$ cat src/rtl/seq_controller.sv
// rtl/seq_controller.sv - up/down ramp sequencer driving an external 4-bit counter
module seq_controller #(
  parameter int MAX_COUNT   = 15,
  parameter int HOLD_CYCLES = 4
) (
  input  logic       clk,
  input  logic       reset,
  input  logic       start,
  input  logic       progressive,
  input  logic       regressive,
  input  logic [3:0] count,
  output logic       cnt_enable,
  output logic       cnt_forward,
  output logic       cnt_reset,
  output logic [1:0] color,
  output logic [2:0] state,
  output logic       done,
  output logic       hold_ready,
  output logic [7:0] laps
);

  localparam logic [2:0] S_IDLE  = 3'd0;
  localparam logic [2:0] S_CLEAR = 3'd1;
  localparam logic [2:0] S_UP    = 3'd2;
  localparam logic [2:0] S_DOWN  = 3'd3;
  localparam logic [2:0] S_HOLD  = 3'd4;

  localparam logic [3:0] MAX_CNT  = 4'(MAX_COUNT);
  localparam logic [7:0] HOLD_LIM = 8'(HOLD_CYCLES);

  logic [2:0] next_state;
  logic       start_q;
  logic       prog_q;
  logic       regr_q;
  logic [7:0] dwell;
  logic       start_edge;
  logic       prog_edge;
  logic       regr_edge;

  assign start_edge = start & ~start_q;
  assign prog_edge  = progressive & ~prog_q;
  assign regr_edge  = regressive & ~regr_q;

  // Edge registers track inputs even in reset so release never sees a false edge.
  always_ff @(posedge clk) begin
    start_q <= start;
    prog_q  <= progressive;
    regr_q  <= regressive;
    if (reset) begin
      state <= S_IDLE;
      laps  <= 8'd0;
      dwell <= 8'd0;
    end else begin
      state <= next_state;
      if (state == S_DOWN && next_state == S_HOLD && laps != 8'hFF) begin
        laps <= laps + 8'd1;
      end
      if (state != S_HOLD) begin
        dwell <= 8'd0;
      end else if (dwell != HOLD_LIM) begin
        dwell <= dwell + 8'd1;
      end
    end
  end

  always_comb begin
    next_state = S_IDLE;
    case (state)
      S_IDLE:  next_state = start_edge ? S_CLEAR : S_IDLE;
      S_CLEAR: next_state = S_UP;
      S_UP:    next_state = (count >= MAX_CNT) ? S_DOWN : S_UP;
      S_DOWN:  next_state = (count == 4'd0) ? S_HOLD : S_DOWN;
      S_HOLD: begin
        next_state = S_HOLD;
        if (hold_ready) begin
          if (prog_edge) begin
            next_state = S_UP;
          end else if (regr_edge) begin
            next_state = S_IDLE;
          end
        end
      end
      default: next_state = S_IDLE;
    endcase
  end

  assign hold_ready = (state == S_HOLD) && (dwell == HOLD_LIM);

  always_comb begin
    color       = 2'b01;
    cnt_enable  = 1'b0;
    cnt_forward = 1'b1;
    cnt_reset   = 1'b0;
    case (state)
      S_CLEAR: begin
        color     = 2'b10;
        cnt_reset = 1'b1;
      end
      S_UP: begin
        color      = 2'b10;
        cnt_enable = (count < MAX_CNT);
      end
      S_DOWN: begin
        color       = 2'b10;
        cnt_forward = 1'b0;
        cnt_enable  = (count != 4'd0);
      end
      S_HOLD: begin
        color       = 2'b11;
        cnt_forward = 1'b0;
      end
      default: begin
        color = 2'b01;
      end
    endcase
    // Reset clears the external counter while it is asserted, whatever the state.
    if (reset) begin
      cnt_reset  = 1'b1;
      cnt_enable = 1'b0;
    end
    done = (state == S_HOLD) && (dwell == 8'd0) && !reset;
  end

endmodule

$ cat config.mk
export PLATFORM = sky130hd
export DESIGN_NAME = seq_controller
export DESIGN_NICKNAME = d
export VERILOG_FILES = /design/src/rtl/seq_controller.sv
export SDC_FILE = /design/constraint.sdc
export NUM_CORES = 1
export LEC_CHECK = 0
export BUFFER_PORTS_ARGS = -buffer_cell sky130_fd_sc_hd__buf_2
export CAP_MARGIN = 5
export CORE_UTILIZATION = 48
export DETAILED_ROUTE_END_ITERATION = 16
export HOLD_SLACK_MARGIN = 0.03
export PLACE_DENSITY_LB_ADDON = 0.3
export SLEW_MARGIN = 20
export SYNTH_ARGS = -nofsm -noshare
export SYNTH_HDL_FRONTEND = slang
export SYNTH_SLANG_ARGS = --single-unit
$ cat constraint.sdc
create_clock -name clk -period 2.1 [get_ports clk]
set_clock_uncertainty 0.15 [all_clocks]
set_input_delay 0.42 -clock clk [delete_from_list [all_inputs] [get_ports clk]]
set_output_delay 0.42 -clock clk [all_outputs]
set_load 0.005 [all_outputs]
==> results of run 1 <==
layout by cell type, fill, tap and decap left out, types with 2 or more instances in the layout:
master,instances
a21oi_1,8
and3_1,3
buf_2,26
buf_4,7
clkbuf_4,3
dfxtp_1,18
dfxtp_4,3
ha_1,3
inv_1,5
mux2i_1,2
nand2_1,6
nand3_1,8
nand4_1,3
nor2_1,14
nor3_1,3
nor4_4,2
o21ai_0,5
or3_1,3
or3b_1,2
xnor2_1,3
xor2_1,7
worst max-delay path, stage by stage, from the launching register on:
cell and delay (ns):
dfxtp_4 0.36, or3b_1 0.42, nor4_2 0.28, buf_2 0.17
final timing paths:
kind,from,to,depth (start not counted)
min reg2reg,laps[7]$_SDFFE_PP0P_,laps[7]$_SDFFE_PP0P_,2
max,state[0]$_SDFF_PP0_,done,3
max reg2reg,state[2]$_SDFF_PP0_,laps[7]$_SDFFE_PP0P_,5
min,progressive,prog_q$_DFF_P_,1
report_power, final:
group | leakage [uW] | total [uW] | internal, uW | switching (uW)
Combinational | 0.000353 | 57.0 | 26.7 | 30.2
Clock | 0.0000210 | 238 | 106 | 132
Sequential | 0.000181 | 422 | 420 | 1.74
Total | 0.000555 | 717 | 553 | 164
cell type report:
cell class	count	area, um^2
Clock buffer	4	36.3
Fill cell	165	703
Tap cell	27	33.8
Timing Repair Buffer	33	183
Inverter	5	18.8
Multi-Input combinational cell	91	614
Sequential cell	22	453
registers in the layout (all words and copies together) (netlist names):
signal,count
dwell,8
laps,8
state,3
prog_q,1
regr_q,1
start_q,1
stage by stage:
step / setup TNS [ns] / power (uW) / util (%) / hold WS [ns] / setup slack (ns)
finish: -0.00581 / 717 / 65.6 / 0.0572 / -0.00581
global route: -0.0498 / 745 / 65.6 / 0.0461 / -0.0498
CTS: 0 / 723 / 65.6 / 0.0554 / 0.00903
global placement: 0 / 484 / 60.7 / 0.329 / 0.199
detailed placement: 0 / 486 / 60.7 / 0.341 / 0.104
floorplan: 0 / 463 / - / 0.298 / 0.281
logic make-up (layout without fill, tap and decap cells):
family                     count (synthesis)  count (layout)  synth area share [%]
adders and majority gates                  3               3                  3.48
AOI/OAI and AO/OA                         23              23                  14.2
DFF                                       22              22                  40.8
xor gates and xnor gates                  10              10                  8.12
muxes                                      2               2                  1.86
and+or+nand+nor                           53              53                  27.4
buffers and inverters                     11              42                  4.18
cells in the mapped netlist, types with 5 or more instances:
library cell | number | share of area [%]
a21oi_1 | 8 | 3.7
inv_1 | 5 | 1.7
nand3_1 | 8 | 3.7
nand2_1 | 6 | 2.1
xor2_1 | 7 | 5.7
dfxtp_1 | 22 | 41
o21ai_0 | 5 | 2.3
nor2_1 | 14 | 4.9
what timing repair did:
item,4_1_cts,5_1_grt
pin swaps,3,1
gates resized for setup,10,0
setup endpoints to repair,2,1
buffers inserted,4,0
per-layer routing:
layer	track usage, %	routed length, um	vias to the layer above
met5	0	0	-
met2	36.5	1170	46
met4	10.0	46	0
met3	4.67	159	5
met1	25.7	1110	447
li1	-	-	505
==> qor.yml, run 1 <==
outcome: "finished with violations"
violations: "negative setup slack"
grt_pass1_wl_um: 3930
syn_area_mm2: 0.00108
cap_violations: 0
rrSetupSlack_ns: 0.23
report.final.hold_viol_count: 0
cts_buffer_depth: 2
drtAntennaViolNets: 0
fin_nets: 168
antenna_found_initial: 0
slew_violations: 0
cts_max_level: 1
io-pin-count: 27
max_freq_mhz: 475
rows: 16
ir_drop_mv: 0.441
dp_cells: 174
cts_hold_buffers: 0
worstPathArrival_ns: 1.54
dieHeight_um: 49.4
portBuffers: 26
clkTransAtPathRegs_ns: 0.12
gp_congestion: 0.798
vias: 1003
ys_types: 37
insertion_delay_ns: 0.32
netlist_instances: 124
cts_root_buffer: "clkbuf_4"
crit_path_end_kind: "output pin"
grt_max_degree: 18
chipWidth_um: 49.4
worst_slew_pin_slew_ns: 0.353
numCtsBuffers: 3
cts_tree: "done"
grt-ovfl-total: 0
path_max_fanout: 2
leakagePower_uw: 0.000555
fin_cells: 182
p_per_area_mw_per_mm2: 536
track_usage_pct: 21.5
drc: 0
avgSynthCellArea_um2: 8.70
synth_ff_type: "dfxtp_1"
ys_seq_area_share_pct: 40.8
cp_data_required_time_ns: 1.53
grt_pass1_vias: 895
setup_viol: 1
finalCritPeriodShare_pct: 100
synth_warnings: 0
placed_cell_area_mm2: 0.00124
layout_setup_ws_ns: -0.00581
start_util_pct: 52.8
antenna_cells: 0
async_flop_share_pct: 0
path_class: "register to output pin"
rsz0062_at_grt: "yes"
fin_area_mm2: 0.00134
coreArea_mm2: 0.00204
dieArea_mm2: 0.00244
drt_wl_total_um: 2480
dpl.hpwl_um: 1690
startpoint_type: "register"
vias_per_cell: 5.51
synth_edf_count: 0
synth_nets: 136
dr.first_iter.drc_count: 30
ys_ff_latch: 22
firstDrtPassIters: 4
maxSlewHeadroom_pct: 76.3
hold_path.class: "input port to register"
wl_per_cell_um: 13.6
area_growth_pct: 24.1
cts.sinks: 22
period_needed_ns: 2.11
drive_above_1_share_pct: 31.0
No activity file was read; power rests on OpenSTA's default activity.
==> run 2: changes to the inputs <==
SETUP_SLACK_MARGIN = 0.15   (was not set)
SKIP_CTS_REPAIR_TIMING = 1   (was not set)
==> qor.yml, run 2 (synthesized netlist as in run 1, its figures left out) <==
leakagePower_uw: 0.000577  # +3.9%
grt_pass1_wl_um: 3690  # -6.0%
grt_pass1_vias: 864  # -3.5%
num-fill-cells: 158  # -4.2%
area_growth_pct: 27.4
period_needed_ns: 2.11  # +0.00471 ns
p_switching_uw: 166  # +1.4%
cts_tree: "done"
start_util_pct: 52.8  # unchanged
hold_path.class: "input port to register"
path_delay_family: "simple AND/OR/NAND/NOR gates"
drc: 0  # unchanged
numCtsBuffers: 3  # unchanged
cap_violations: 0  # unchanged
worstPathArrival_ns: 1.54  # about the same
p_per_area_mw_per_mm2: 526  # -1.8%
pre_cts_ws_ns: 0.104  # unchanged
antenna_found_initial: 0  # unchanged
coreArea_mm2: 0.00204  # unchanged
report.final.hold_viol_count: 0  # unchanged
gp_congestion: 0.798  # unchanged
layout_common_cells: "buf_2, dfxtp_1, nor2_1, buf_4, nand3_1"
crit_chain: "or3b_4 > nor4_2 > buf_2"
cts_max_level: 1  # unchanged
ir_drop_mv: 0.447  # +1.2%
seq_area_um2: 454  # +0.28%
vias_per_cell: 5.51  # about the same
maxSlewHeadroom_pct: 76.8  # +0.50 points
crit_slowest_cell: "or3b_4"
worst_slew_pin_slew_ns: 0.345  # -0.00750 ns
reg_top3: "dwell: 8 flops, laps: 8 flops, state: 3 flops"
worst-path-buf-inv: 1  # unchanged
vias: 1019  # +1.6%
dr.first_iter.drc_count: 22  # -27%
grt_max_degree: 18  # unchanged
drive_above_1_share_pct: 34.8  # +3.8 points
dieArea_mm2: 0.00244  # unchanged
drt_wl_total_um: 2490  # +0.24%
path_max_fanout: 5  # +3
antenna_cells: 0  # unchanged
firstDrtPassIters: 4  # unchanged
cpPeakStageDelay_ns: 0.41  # about the same
cts_root_buffer: "clkbuf_4"
power_frac_seq_pct: 58.8  # about the same
violations: "negative setup slack"
insertion_delay_ns: 0.32  # about the same
rows: 16  # unchanged
dieHeight_um: 49.4  # unchanged
drtAntennaViolNets: 0  # unchanged
slew_violations: 0  # unchanged
chipWidth_um: 49.4  # unchanged
crit_path_end_kind: "output pin"
power_frac_comb_pct: 8.1  # +0.2 points
startpoint_type: "register"
p_sw_share_pct: 23.0  # +0.16 points
p_int_uw: 556  # +0.54%
track_usage_pct: 20.0  # -1.5 points
cts.sinks: 22  # unchanged
multi_input_area_um2: 622  # +1.2%
io-pin-count: 27  # unchanged
layout_setup_ws_ns: -0.0105  # -0.00471 ns
fin_cells: 185  # +1.6%
dpl.hpwl_um: 1690  # unchanged
grt-ovfl-total: 0  # unchanged
final_common_cell: "buf_2"
wl_per_cell_um: 13.4  # -1.4%
setup_viol: 1  # unchanged
portBuffers: 26  # unchanged
max_freq_mhz: 474  # -0.22%
clkTransAtPathRegs_ns: 0.12  # about the same
cp_data_required_time_ns: 1.53  # about the same
finalCritPeriodShare_pct: 101  # +0.22 points
fin_nets: 171  # +1.8%
pwr-share-clk_pct: 33.1  # about the same
dp_cells: 174  # unchanged
cts_buffer_depth: 2  # unchanged
path_class: "register to output pin"
outcome: "finished with violations"
rsz0062_at_grt: "yes"
run 2: cell count changes in the layout (fill, tap and decap cells not counted), sizes merged:
cell  before  now
buf       33   36
run 2: area by class of cell:
class                   instances  area share (%)
well taps                      27            2.46
multi-input cells              91            45.3
repair buffers                 36            15.2
flip-flops and latches         22            33.1
inverters                       5            1.37
clock buffers                   4            2.64
run 2: final timing paths:
check,startpoint,end,slack (ns),cells past startpoint
max,state[1]$_SDFF_PP0_,done,-0.01,3
min,progressive,prog_q$_DFF_P_,0.06,1
max reg2reg,state[2]$_SDFF_PP0_,laps[7]$_SDFFE_PP0P_,0.27,5
min reg2reg,laps[7]$_SDFFE_PP0P_,laps[7]$_SDFFE_PP0P_,0.37,2
run 2: power by group through the flow:
stage | logic, uW | registers [uW] | clock network (uW)
floorplan | 27.9 | 435 | 0
global placement | 47.1 | 437 | 0
detailed placement | 48.6 | 438 | 0
CTS | 48.8 | 428 | 244
global route | 63.7 | 426 | 260
finish | 58.7 | 425 | 239
run 2: per-stage QoR:
stage / utilization, % / hold slack (ns) / power [uW] / setup TNS [ns] / cell area, um^2
4_1_cts: 62.4 / 0.0553 / 721 / -0.237 / 1270
5_1_grt: 67.3 / 0.0474 / 750 / -0.0393 / 1370
3_3_place_gp: 60.7 / 0.329 / 484 / 0 / 1240
2_1_floorplan: - / 0.298 / 463 / 0 / 1080
3_5_place_dp: 60.7 / 0.341 / 486 / 0 / 1240
6_report: 67.3 / 0.0575 / 723 / -0.0105 / 1370
run 2: worst reg2reg max path: stages, from the launching register on:
cell and delay, ns:
dfxtp_4 0.38, buf_4 0.15, and3b_2 0.31, o2111ai_2 0.18
or4_1 0.46, a21oi_1 0.14
run 2: routing by layer:
layer / GRT usage [%] / up-vias / share of wire [%] / wire length (um)
li1: - / 514 / - / -
met1: 25.0 / 465 / 45 / 1130
met2: 32.2 / 37 / 48 / 1180
met3: 4.67 / 3 / 5.5 / 137
met4: 10.0 / 0 / 1.3 / 32
met5: 0 / - / 0 / 0
==> run 3: changes to the inputs <==
CORE_UTILIZATION = 51   (was 48)
GPL_TIMING_DRIVEN = 0   (was not set)
==> qor.yml, run 3 (synthesized netlist as in run 1, its figures left out) <==
p_per_area_mw_per_mm2: 575  # +9.3%
slew_violations: 0  # unchanged
rrSetupSlack_ns: 0.26  # about the same
outcome: "finished with violations"
r2r-end: "state[1]$_SDFF_PP0_"
fin_cells: 186  # +0.54%
gp_congestion: 0.772  # -3.3%
grt-ovfl-total: 0  # unchanged
worstRegToRegCells: 6  # +1
placed_cell_area_mm2: 0.00124  # -0.10%
final_common_cell: "buf_2"
antenna_cells: 0  # unchanged
cp-startpoint: "state[2]$_SDFF_PP0_"
start_util_pct: 54.4  # +1.6 points
fin_area_mm2: 0.00141  # +2.4%
antenna_found_initial: 0  # unchanged
startpoint_type: "register"
cts_max_level: 1  # unchanged
pwr-share-clk_pct: 40.1  # +7.0 points
reg_top3: "dwell: 8 flops, laps: 8 flops, state: 3 flops"
layout_setup_ws_ns: -0.0455  # -0.0350 ns
timing.rr.start: "state[2]$_SDFF_PP0_"
rsz0062_at_grt: "yes"
max_freq_mhz: 466  # -1.6%
worstPathArrival_ns: 1.58  # +0.04 ns
path_max_fanout: 8  # +3
p_switching_uw: 165  # -0.85%
num-fill-cells: 157  # -0.63%
crit_end: "done"
wl_per_cell_um: 12.9  # -3.7%
numCtsBuffers: 3  # unchanged
cap_violations: 0  # unchanged
multi_input_area_um2: 632  # +1.6%
rows: 16  # unchanged
dieArea_mm2: 0.00230  # -5.6%
maxSlewHeadroom_pct: 71.2  # -5.6 points
ir_drop_mv: 0.592  # +33%
pre_cts_ws_ns: -0.0427  # -0.146 ns
grt_pass1_wl_um: 3400  # -7.9%
portBuffers: 25  # -3.8%
clkTransAtPathRegs_ns: 0.13  # about the same
dieHeight_um: 48.0  # -2.9%
report.final.hold_viol_count: 0  # unchanged
drive_above_1_share_pct: 34.0  # -0.85 points
chipWidth_um: 48.0  # -2.9%
crit_chain: "buf_6 > or3b_1 > buf_6 > nor4_4 > buf_2"
track_usage_pct: 21.5  # +1.4 points
setup_viol: 1  # unchanged
period_needed_ns: 2.15  # +0.0350 ns
crit_slowest_cell: "or3b_1"
io-pin-count: 27  # unchanged
cts_buffer_depth: 2  # unchanged
crit_path_end_kind: "output pin"
seq_area_um2: 447  # -1.7%
drtAntennaViolNets: 0  # unchanged
leakagePower_uw: 0.000583  # +1.1%
p_int_uw: 644  # +16%
path_delay_family: "simple AND/OR/NAND/NOR gates"
power_frac_comb_pct: 7.0  # -1.1 points
dpl.hpwl_um: 1650  # -1.8%
drc: 0  # unchanged
power.total_uw: 809  # +12%
cts.sinks: 22  # unchanged
vias_per_cell: 5.39  # -2.2%
cts_root_buffer: "clkbuf_4"
finalCritPeriodShare_pct: 102  # +1.7 points
dp_cells: 176  # +1.1%
path_class: "register to output pin"
grt_max_degree: 14  # -4
vias: 1002  # -1.7%
firstDrtPassIters: 4  # unchanged
cpPeakStageDelay_ns: 0.37  # -0.04 ns
hold_slack_ns: 0.0632  # +0.00566 ns
dr.first_iter.drc_count: 12  # -45%
violations: "negative setup slack"
hold_path.class: "input port to register"
coreArea_mm2: 0.00198  # -2.9%
p_sw_share_pct: 20.4  # -2.6 points
area_growth_pct: 30.4
drt_wl_total_um: 2410  # -3.2%
power_frac_seq_pct: 52.9  # -5.9 points
cts_tree: "done"
worst_slew_pin_slew_ns: 0.432  # +0.0873 ns
worst-path-buf-inv: 3  # +2
grt_pass1_vias: 798  # -7.6%
cp_num_cells: 5  # +2
layout_common_cells: "buf_2, dfxtp_1, nor2_1, nand3_1"
cp_data_required_time_ns: 1.53  # about the same
crit_path_frequent_cell: "buf_6"
fin_nets: 172  # +0.58%
insertion_delay_ns: 0.31  # about the same
## run 3: cell types whose count changed in the layout (fill, tap and decap cells not counted), moves of 2 or more
cell      change
buf_4         -3
dfxtp_4       -3
dfxtp_2       +3
buf_6         +3
clkbuf_1      +2
nor2_1        -2
nor2_2        +2
## run 3: final cells by class
type                    instances  share of cell area [%]
flip-flops and latches         22                    31.8
plain buffers                   6                    3.74
clock inverters                 1                    2.14
inverters                       5                    1.33
clock buffers                   3                    1.60
multi-input cells              91                    44.9
repair buffers                 31                    12.1
well taps                      27                    2.40
## run 3: how the worst min path moves through the flow
stage               slack, ns                  from                   end  cells past startpoint
detailed placement       0.35  laps[7]$_SDFFE_PP0P_  laps[7]$_SDFFE_PP0P_                      2
finish                   0.06           progressive        prog_q$_DFF_P_                      1
global placement         0.32  laps[7]$_SDFFE_PP0P_  laps[7]$_SDFFE_PP0P_                      2
floorplan                0.30           progressive        prog_q$_DFF_P_                      0
global route             0.04           progressive        prog_q$_DFF_P_                      1
CTS                      0.05           progressive        prog_q$_DFF_P_                      1
## run 3: power by group through the flow
stage               logic [uW]  registers [uW]  clock network [uW]
CTS                       51.1             427                 332
detailed placement        51.0             436                   0
global route              63.6             428                 355
floorplan                 27.9             435                   0
finish                    56.6             428                 325
global placement          49.2             435                   0
## run 3: metal layers
layer	GRT usage (%)	share of wire [%]	wire length, um
met1	28.7	48	1150
met2	34.1	47	1140
met4	7.78	0.91	22
met5	0	0	0
met3	4.53	3.8	92
## run 3: per-stage QoR
| step | util, % | setup TNS, ns |
|---|---|---|
| finish | 71.0 | -0.0455 |
| floorplan | - | 0 |
| CTS | 65.1 | -0.389 |
| global route | 71.0 | -0.164 |
| detailed placement | 62.4 | -0.0427 |
| global placement | 62.4 | 0 |
